==> src/rtl/y_pc_seq.sv <==
// Program-counter sequencer feeding yIF: selects the next PC from opcode/zero/imm/jTarget,
// counts retired instructions and halts on a programmed count or an unsupported opcode.
module y_pc_seq #(
    parameter logic [31:0] ENTRY   = 32'h28,
    parameter int unsigned MAX_INS = 43
) (
    input  logic        clk,
    input  logic        rst_n,
    input  logic [31:0] ins,
    input  logic        zero,
    input  logic [31:0] imm,
    input  logic [31:0] jTarget,
    input  logic        stall,
    output logic [31:0] PC,
    output logic [31:0] PCp4,
    output logic [15:0] count,
    output logic        halted,
    output logic        illegal,
    output logic        redirect
);

    typedef enum logic {
        S_RUN  = 1'b0,
        S_HALT = 1'b1
    } state_t;

    localparam logic [15:0] MAX_CNT = 16'(MAX_INS);

    state_t      r_state, w_state_nxt;
    logic [31:0] r_pc, w_pc_nxt;
    logic [15:0] r_count, w_count_nxt;
    logic        r_illegal, w_illegal_nxt;

    logic [6:0]  w_op;
    logic        w_legal, w_sb, w_uj;
    logic [31:0] w_pcp4, w_target;
    logic [15:0] w_count_inc;

    assign w_op        = ins[6:0];
    assign w_pcp4      = r_pc + 32'd4;
    assign w_count_inc = r_count + 16'd1;

    // Opcodes with X/Z bits match no item and fall into the illegal default.
    always_comb begin
        w_legal = 1'b0;
        w_sb    = 1'b0;
        w_uj    = 1'b0;
        case (w_op)
            7'h33, 7'h03, 7'h13, 7'h23: w_legal = 1'b1;
            7'h63: begin
                w_legal = 1'b1;
                w_sb    = 1'b1;
            end
            7'h6f: begin
                w_legal = 1'b1;
                w_uj    = 1'b1;
            end
            default: w_legal = 1'b0;
        endcase
    end

    always_comb begin
        w_target = w_pcp4;
        if (w_sb && zero) begin
            w_target = w_pcp4 + (imm << 2);
        end else if (w_uj) begin
            w_target = w_pcp4 + (jTarget << 2);
        end
    end

    always_comb begin
        w_state_nxt   = r_state;
        w_pc_nxt      = r_pc;
        w_count_nxt   = r_count;
        w_illegal_nxt = r_illegal;
        if (r_state == S_RUN && !stall) begin
            if (w_legal) begin
                w_pc_nxt    = w_target;
                w_count_nxt = w_count_inc;
                if (MAX_INS != 0 && w_count_inc == MAX_CNT) begin
                    w_state_nxt = S_HALT;
                end
            end else begin
                w_illegal_nxt = 1'b1;
                w_state_nxt   = S_HALT;
            end
        end
    end

    always_ff @(posedge clk or negedge rst_n) begin
        if (!rst_n) begin
            r_state   <= S_RUN;
            r_pc      <= ENTRY;
            r_count   <= '0;
            r_illegal <= 1'b0;
        end else begin
            r_state   <= w_state_nxt;
            r_pc      <= w_pc_nxt;
            r_count   <= w_count_nxt;
            r_illegal <= w_illegal_nxt;
        end
    end

    assign PC       = r_pc;
    assign PCp4     = w_pcp4;
    assign count    = r_count;
    assign halted   = (r_state == S_HALT);
    assign illegal  = r_illegal;
    assign redirect = (w_sb && zero) || w_uj;

endmodule
==> config.mk <==
export PLATFORM = sky130hd
export DESIGN_NAME = y_pc_seq
export DESIGN_NICKNAME = d
export VERILOG_FILES = /design/src/rtl/y_pc_seq.sv
export SDC_FILE = /design/constraint.sdc
export NUM_CORES = 1
export LEC_CHECK = 0
export CELL_PAD_IN_SITES_DETAIL_PLACEMENT = 1
export CELL_PAD_IN_SITES_GLOBAL_PLACEMENT = 1
export CORE_ASPECT_RATIO = 0.5
export CORE_MARGIN = 3
export CORE_UTILIZATION = 32
export DETAILED_ROUTE_END_ITERATION = 8
export GPL_TIMING_DRIVEN = 1
export PLACE_DENSITY_LB_ADDON = 0.1
export SYNTH_ARGS = -nofsm -noshare
export SYNTH_HDL_FRONTEND = slang
export SYNTH_SLANG_ARGS = --single-unit
==> constraint.sdc <==
create_clock -name clk -period 4.1 [get_ports clk]
set_input_delay 0.41 -clock clk [delete_from_list [all_inputs] [get_ports clk]]
set_output_delay 0.41 -clock clk [all_outputs]
set_load 0.005 [all_outputs]
Word level (Yosys, flattened, before mapping)
Cells that the tools add are included.

Register bits: 50. Output and inout port bits: 83. Logic and storage cells: 33.

Add/sub/neg operators: 4. Eq/ne operators: 8. Mux-type cells: 7. Bitwise logic cells: 2. Reduce and logical (&&, ||, !) cells: 8.

Operators with widths (count): 32-bit adder (2); 32-bit two-way mux (2); 32-bit by 3-bit adder with 32-bit output (second input constant) (1); 16-bit by 1-bit adder with 16-bit output (second input constant) (1); 16-bit by 6-bit == test with 1-bit output (second input constant) (1); 7-bit by 6-bit == test with 1-bit output (second input constant) (2); 7-bit == test (second input constant) (2); 7-bit by 2-bit == test with 1-bit output (second input constant) (1); 7-bit by 5-bit == test with 1-bit output (second input constant) (1); 2-bit AND reduction (3); 6-bit OR reduction (1); 1-bit two-way mux (5); 1-bit logical AND (2); 2-bit by 1-bit inequality test with 1-bit output (second input constant) (1); 1-bit NOT (2); 1-bit logical NOT (1); 1-bit logical OR (1).

Logic depth before layout (Yosys ltp)
Gate-level depths: netlist (run 1).

Depth in word-level cells: 5. Gate-level depth with buffers: 19. Mapped depth without buffers: 18.

Worst setup path after synthesis (run 1)
No wires, ideal clock.

Kind: register -> register. Start: register r_pc[3] (netlist: PC[3]). End: register r_pc[31] (netlist: PC[31]). Library setup time: 126 ps. Data arrival time: 4018 ps. Data required time: 3974 ps. Path slack: -45 ps. Cell stages (with the launch flop): 20. Buffers on the path: 1. Clock period less this slack: 4145 ps. Cells stage by stage: dfstp_2 -> ha_1 -> inv_1 -> nor3_1 -> inv_1 -> nor2_1 -> nand3_1 -> xnor2_1 -> ha_1 -> buf_2 -> a21o_1 -> a21o_1 -> a21oi_1 -> nor3_1 -> a211o_1 -> nor2_1 -> xnor2_1 -> a211oi_1 -> a31o_1 -> a311o_1.

Cells in the longest elaborated chain, start to end: 4. Elaborated cells on any way between the ends: 5. Those cells by class: add/sub (3); mux (2).

RTL lines: from (decl) (line 30) `logic [31:0] r_pc, w_pc_nxt;`; from (signal assigned) (line 98) `r_pc <= w_pc_nxt;`; 32-bit by 3-bit adder with 32-bit output (*) (line 40) `assign w_pcp4 = r_pc + 32'd4;`; named net PCp4[24] (line 15) `output logic [31:0] PCp4,`; 32-bit adder (line 67) `w_target = w_pcp4 + (jTarget << 2);`; 32-bit two-way mux (line 66) `end else if (w_uj) begin`; 32-bit two-way mux (*) (line 64) `if (w_sb && zero) begin`.

The timed path passes the listed nets; every way through them passes the cells marked *. A chain may end at the register's enable or synchronous reset.

Final worst setup path (run 1)
Start: register r_pc[15] (netlist: PC[15]). End: register r_pc[31] (netlist: PC[31]).

Cells in the longest elaborated chain, start to end: 4. Elaborated cells on any way between the ends: 5. Those cells by class: add/sub (3); mux (2).

RTL lines (line): 32-bit by 3-bit adder with 32-bit output (*) (40); 32-bit adder (67); 32-bit two-way mux (66); 32-bit two-way mux (*) (64).

Mark *: on every way between the ends. The rest lies on a longest branch, timed or not.

==> metrics.csv, run 1 <==
metric,value,unit
status,"finished, final reports clean",
placed inst area,0.008838,sq mm
Area contributors post-synth,"dfrtp_1 (19%), ha_1 (14%), xnor2_1 (9.1%), a21oi_1 (6.1%), nand2_1 (5.3%)",
Max-cap violations,0,
Cell Pwr Density,152.2,mW/mm^2
fin area,0.009497,sq mm
Max Clock Freq,0.2483,GHz
CP startpoint kind,flip-flop,
Fin Setup TNS,0,ps
post-route ant nets,0,
GRT Overall Usage,0.2325,
most common cell in the synthesized netlist,nand2_1,
nets,1240,
Reg2Reg Setup Slack,70,ps
total gr overflow,0,
"FF+latch count, synth",48,
Post-Syn Area,0.006132,sq mm
Design Power,1446,uW
die footprint,0.02096,sq mm
Post-synth top cells,"nand2_1 (87), a21oi_1 (75), nor2_1 (70)",
Hold Fails Final Rpt,0,
Worst-path clk slew,70,ps
Synth async-reset ratio,1.000,
post-synthesis sequential area ratio,0.1963,
Placed Cells,1311,
"EDFF count, synth",0,
WL/cell,19.06,um
"Req. time, crit path",4280,ps
Worst Hold Class,in -> async,
DR iter-0 viols,218,
Ant. Diodes,0,
initial antenna violation count,0,
Worst Skew,6.791,ps
CTS tree,done,
vias in the first global route,7440,
area of the core,0.01861,sq mm
critical path peak fanout,4,
Buffers on Ports,149,
Fillers,2251,
Via-to-Cell Ratio,5.320,
largest net degree at the start of global routing,53,
Critical Path Most Common Cell,and3_4,
TritonCTS buffer count,5,
Die Wd,201.8,um
DR vias,7076,
Non-Filler Instances,1330,
Post-CTS Hold Buffers,0,
Rel. slew slack,0.1312,
final setup margin,71.92,ps
CTS Sinks,48,
Synth Instances,796,
crit path kind,reg -> reg,
critical-path cell list,and3_4 > and4_4 > nand3_4 > nor4_4 > and4_1 > and3_4 > xor2_4 > ha_4 > nand2_4 > or2_4 > o21ai_2 > a21o_1 > a211o_1 > buf_6 > a21oi_2 > o31ai_1 > nand3_1 > a31oi_1 > a311o_1,
Post-DP HPWL,20.13,mm
Least-Margin Pin Slew,1298,ps
clk_lat worst skew,300,ps
most area-hungry cell type in the Yosys netlist,dfrtp_1,
Mapped Avg Cell Area,7.704,sq um
min cycle time layout,4028,ps
CTS root buffer,clkbuf_16,
slowest CP cell,nor4_4,
Post-synth top flop,dfrtp_1,
Final GP Congestion,0.8690,
period utilisation layout,0.9825,
Die Span Y,103.9,um
WL final,25.34,mm
Layout area overhead,54.87,%
VDD IR-drop max,218.8,uV
layout cell share with drive strength beyond 1,0.2129,
"Slew Viols, Final",0,
setup slack after placement,-149.9,ps
drt first pass iters,4,
H-tree levels,2,
row count,35,
Longest Clk Path Bufs,2,
CP peak stage delay,390,ps
Yosys cell types,64,
Synth top area share,0.1877,
Starting Density,0.3295,
Leakage,0.004234,uW
synth warn,0,
crit end category,flip-flop,
Remaining DRCs,0,
first-pass GRT wire length,39.52,mm
Worst EP arrival,4210,ps
# IOs,183,
final setup fails,0,
[metrics by stage]
stage	utilization	hold slack (ps)
floorplan	-	114.4
global placement	0.4749	450.2
detailed placement	0.4749	456.0
CTS	0.4881	243.3
global route	0.5103	279.2
finish	0.5103	210.7
[per-layer routing]
layer,vias to the layer above,share of wire,GRT usage
met3,15,0.033,0.03220
met2,107,0.48,0.3980
met1,3478,0.48,0.3201
met4,0,0.0085,0.03481
met5,-,0,0
li1,3476,-,-
[report_power, final]
part | leakage, uW | internal (uW) | switching [uW]
clock network | 0.0000899 | 347 | 198
registers | 0.000631 | 479 | 8.48
logic | 0.00351 | 214 | 200
total | 0.00423 | 1040 | 406
[final timing paths]
path,startpoint,to,depth (start not counted)
worst max-delay path,PC[15],PC[31],19
worst min register to register,illegal,illegal,2
max in group asynchronous,rst_n,PC[31],2
min in group clk,illegal,illegal,2
worst max register to register,PC[15],PC[31],19
worst min-delay path,rst_n,count[13],2
[layout by cell type, fill, tap and decap left out, types with 10 or more instances in the layout]
master | synthesis | final
clkdlybuf4s50_1 | 0 | 148
buf_4 | 4 | 145
nand2_1 | 87 | 84
a21oi_1 | 75 | 68
nor2_1 | 70 | 66
ha_1 | 67 | 60
xnor2_1 | 64 | 54
o21ai_0 | 58 | 51
dfrtp_1 | 46 | 46
nand3_1 | 33 | 31
xor2_1 | 30 | 27
a21o_1 | 23 | 23
a211oi_1 | 25 | 20
inv_1 | 18 | 18
nand4_1 | 15 | 15
and3_1 | 16 | 13
o21bai_1 | 11 | 10
a31oi_1 | 10 | 10
[sequential cells by signal, summed over array words and instances, names as in the netlist]
register and flops:
PC 30, illegal 1, halted 1, count 16
[worst max-delay path, delay by kind of cell (launching register included)]
kind            cells  cell delay (ps)
fa+ha+maj           1              250
buf+inv             1              150
flops               1              360
xor+xnor            1              200
compound gates      7             1190
simple gates        9             1770
[layout make-up]
cell class              instances  area, sq um  share of cell area
well taps                     259        324.1             0.03412
inverters                      18        67.56            0.007115
flip-flops and latches         48         1204              0.1267
clock buffers                   5        125.1             0.01318
clock inverters                 2        60.06            0.006324
multi-input cells             702         5119              0.5390
repair buffers                296         2597              0.2735
[what timing repair did]
item / 4_1_cts / 5_1_grt
buffers inserted: 0 / 13
pin swaps: 2 / 35
gates cloned: 0 / 0
setup endpoints to repair: 6 / 11
resized for setup: 12 / 65
[logic make-up (layout without fill, tap and decap cells)]
family,Yosys count,count (layout),synth area share
adders and majority gates,69,69,0.1432
muxes,1,1,0.001632
buffers and inverters,49,321,0.03285
AOI/OAI and AO/OA,263,263,0.2744
and+or+nand+nor,270,270,0.2122
DFF,48,48,0.1963
xor gates and xnor gates,95,95,0.1387
other,1,4,0.0006115
Power figures use the tool's default switching activity.
==> inputs of run 2 (changes only) <==
HOLD_SLACK_MARGIN = 0.12   (was not set)
SKIP_CTS_REPAIR_TIMING = 1   (was not set)
==> metrics.csv, run 2 (synthesized netlist as in run 1, its figures left out) <==
metric,value,unit,change
status,"finished, final reports clean",,
worst r2r src,PC[3],,
Max Clock Freq,0.2472,GHz,-0.44%
Buffers on Ports,149,,unchanged
Worst Hold Class,in -> async,,
area of the core,0.01861,sq mm,unchanged
CP startpoint kind,flip-flop,,
CTS Sinks,48,,unchanged
Ant. Diodes,0,,unchanged
Layout area overhead,53.85,%,
Starting Density,0.3295,,unchanged
max reg flops,30,,unchanged
Design Power,1439,uW,-0.43%
min cycle time layout,4046,ps,+17.96 ps
Via-to-Cell Ratio,5.316,,about the same
Hold Fails Final Rpt,0,,unchanged
Longest Clk Path Bufs,2,,unchanged
wl on met1,12.04,mm,-0.62%
period utilisation layout,0.9868,,+0.004381
most frequent cells in the layout,"clkdlybuf4s50_1 (148), buf_4 (140), nand2_1 (84), a21oi_1 (69), nor2_1 (66)",,
total gr overflow,0,,unchanged
"Slew Viols, Final",0,,unchanged
VDD IR-drop max,217.0,uV,-0.82%
DR WL met2,11.97,mm,-1.7%
Seq. cell area,0.001204,sq mm,unchanged
initial antenna violation count,0,,unchanged
clk_lat worst skew,300,ps,about the same
row count,35,,unchanged
post-route ant nets,0,,unchanged
Max-cap violations,0,,unchanged
Die Wd,201.8,um,unchanged
GRT Overall Usage,0.2314,,-0.001169
WL/cell,18.95,um,-0.53%
unrepaired setup endpoints after global routing,yes,,
WL final,25.10,mm,-0.98%
Worst-path clk slew,70,ps,about the same
Worst Skew,7.455,ps,+0.6645 ps
Final GP Congestion,0.8690,,unchanged
CTS tree,done,,
Post-DP HPWL,20.13,mm,unchanged
TritonCTS buffer count,5,,unchanged
DR iter-0 viols,256,,+17%
Worst EP arrival,4230,ps,+20 ps
final setup fails,0,,unchanged
# IOs,183,,unchanged
Fillers,2249,,-0.089%
multi-input logic area,0.005105,sq mm,-0.27%
layout cell share with drive strength beyond 1,0.2028,,-0.01007
Reg2Reg Depth,19,,unchanged
first-pass GRT wire length,39.33,mm,-0.47%
Reg2Reg Setup Slack,50,ps,-20 ps
critical path peak fanout,4,,unchanged
Leakage,0.004206,uW,-0.66%
drt first pass iters,4,,unchanged
CP peak stage delay,560,ps,+170 ps
nets,1234,,-0.48%
die footprint,0.02096,sq mm,unchanged
Fin Setup TNS,0,ps,unchanged
CTS root buffer,clkbuf_16,,
crit path kind,reg -> reg,,
RR Endpoint,PC[31],,
"Req. time, crit path",4280,ps,about the same
crit end category,flip-flop,,
DR vias,7039,,-0.52%
largest net degree at the start of global routing,53,,unchanged
Placed Cells,1311,,unchanged
Die Span Y,103.9,um,unchanged
critical-path cell list,buf_4 > nand2_4 > buf_4 > nor4_4 > and4_1 > and3_4 > xor2_4 > ha_4 > nand2_2 > or2_4 > o21ai_1 > a21o_1 > a211o_1 > buf_4 > a21oi_2 > o31ai_1 > nand3_1 > a31oi_1 > a311o_1,,
Cell Pwr Density,152.6,mW/mm^2,+0.23%
Non-Filler Instances,1324,,-0.45%
wire length on met3,768,um,-7.9%
"commonest non-fill, non-tap cell in the layout",clkdlybuf4s50_1,,
highest routed layer,met4,,
Rel. slew slack,0.1417,,+0.01055
Critical Path Most Common Cell,buf_4,,
Least-Margin Pin Slew,1283,ps,-15.76 ps
slowest CP cell,dfstp_2,,
vias in the first global route,7441,,+0.013%
Remaining DRCs,0,,unchanged
H-tree levels,2,,unchanged
[run 2: routing by layer]
| layer | GRT usage | vias up |
|---|---|---|
| li1 | - | 3461 |
| met1 | 0.3179 | 3445 |
| met2 | 0.3943 | 113 |
| met3 | 0.03220 | 20 |
| met4 | 0.03928 | 0 |
| met5 | 0 | - |
[run 2: area by class of cell]
| class | count | share of cell area |
|---|---|---|
| well taps | 259 | 0.03435 |
| flip-flops and latches | 48 | 0.1276 |
| clock buffers | 5 | 0.01326 |
| multi-input cells | 702 | 0.5411 |
| clock inverters | 2 | 0.006366 |
| repair buffers | 290 | 0.2702 |
| inverters | 18 | 0.007162 |
[run 2: how the worst max path moves through the flow]
stage / cells after the start / end / from
final: 19 / PC[31] / PC[3]
after global routing: 19 / PC[31] / PC[3]
after CTS: 17 / PC[31] / PC[5]
after detailed placement: 17 / PC[31] / PC[5]
after global placement: 17 / PC[31] / PC[5]
after floorplan: 19 / PC[31] / PC[3]
[run 2: per-stage QoR]
| step | util | cell area, sq um | setup WS [ps] | hold slack (ps) |
|---|---|---|---|---|
| 6_report | 0.5069 | 9434 | 53.96 | 211.3 |
| 5_1_grt | 0.5069 | 9434 | -95.63 | 280.7 |
| 4_1_cts | 0.4848 | 9024 | -170.2 | 243.3 |
| 3_5_place_dp | 0.4749 | 8838 | -149.9 | 456.0 |
| 3_3_place_gp | 0.4749 | 8838 | -44.23 | 450.2 |
| 2_1_floorplan | - | 6148 | 54.38 | 114.4 |
[run 2: critical path: cells and delay by family, from the launching register on]
kind	cells	cell delay, ps
buffers and inverters	3	450
flip-flops	1	560
AND/OR/NAND/NOR	7	1250
adder cells (fa/ha/maj)	1	230
AO/OA/AOI/OAI	7	1240
XOR/XNOR	1	200
[run 2: where the power goes]
part           leakage, uW  total [uW]  switching (uW)  internal (uW)
sequential        0.000631         487            8.30            479
combinational      0.00348         410             198            212
clock            0.0000899         542             196            347
total              0.00421        1440             402           1040
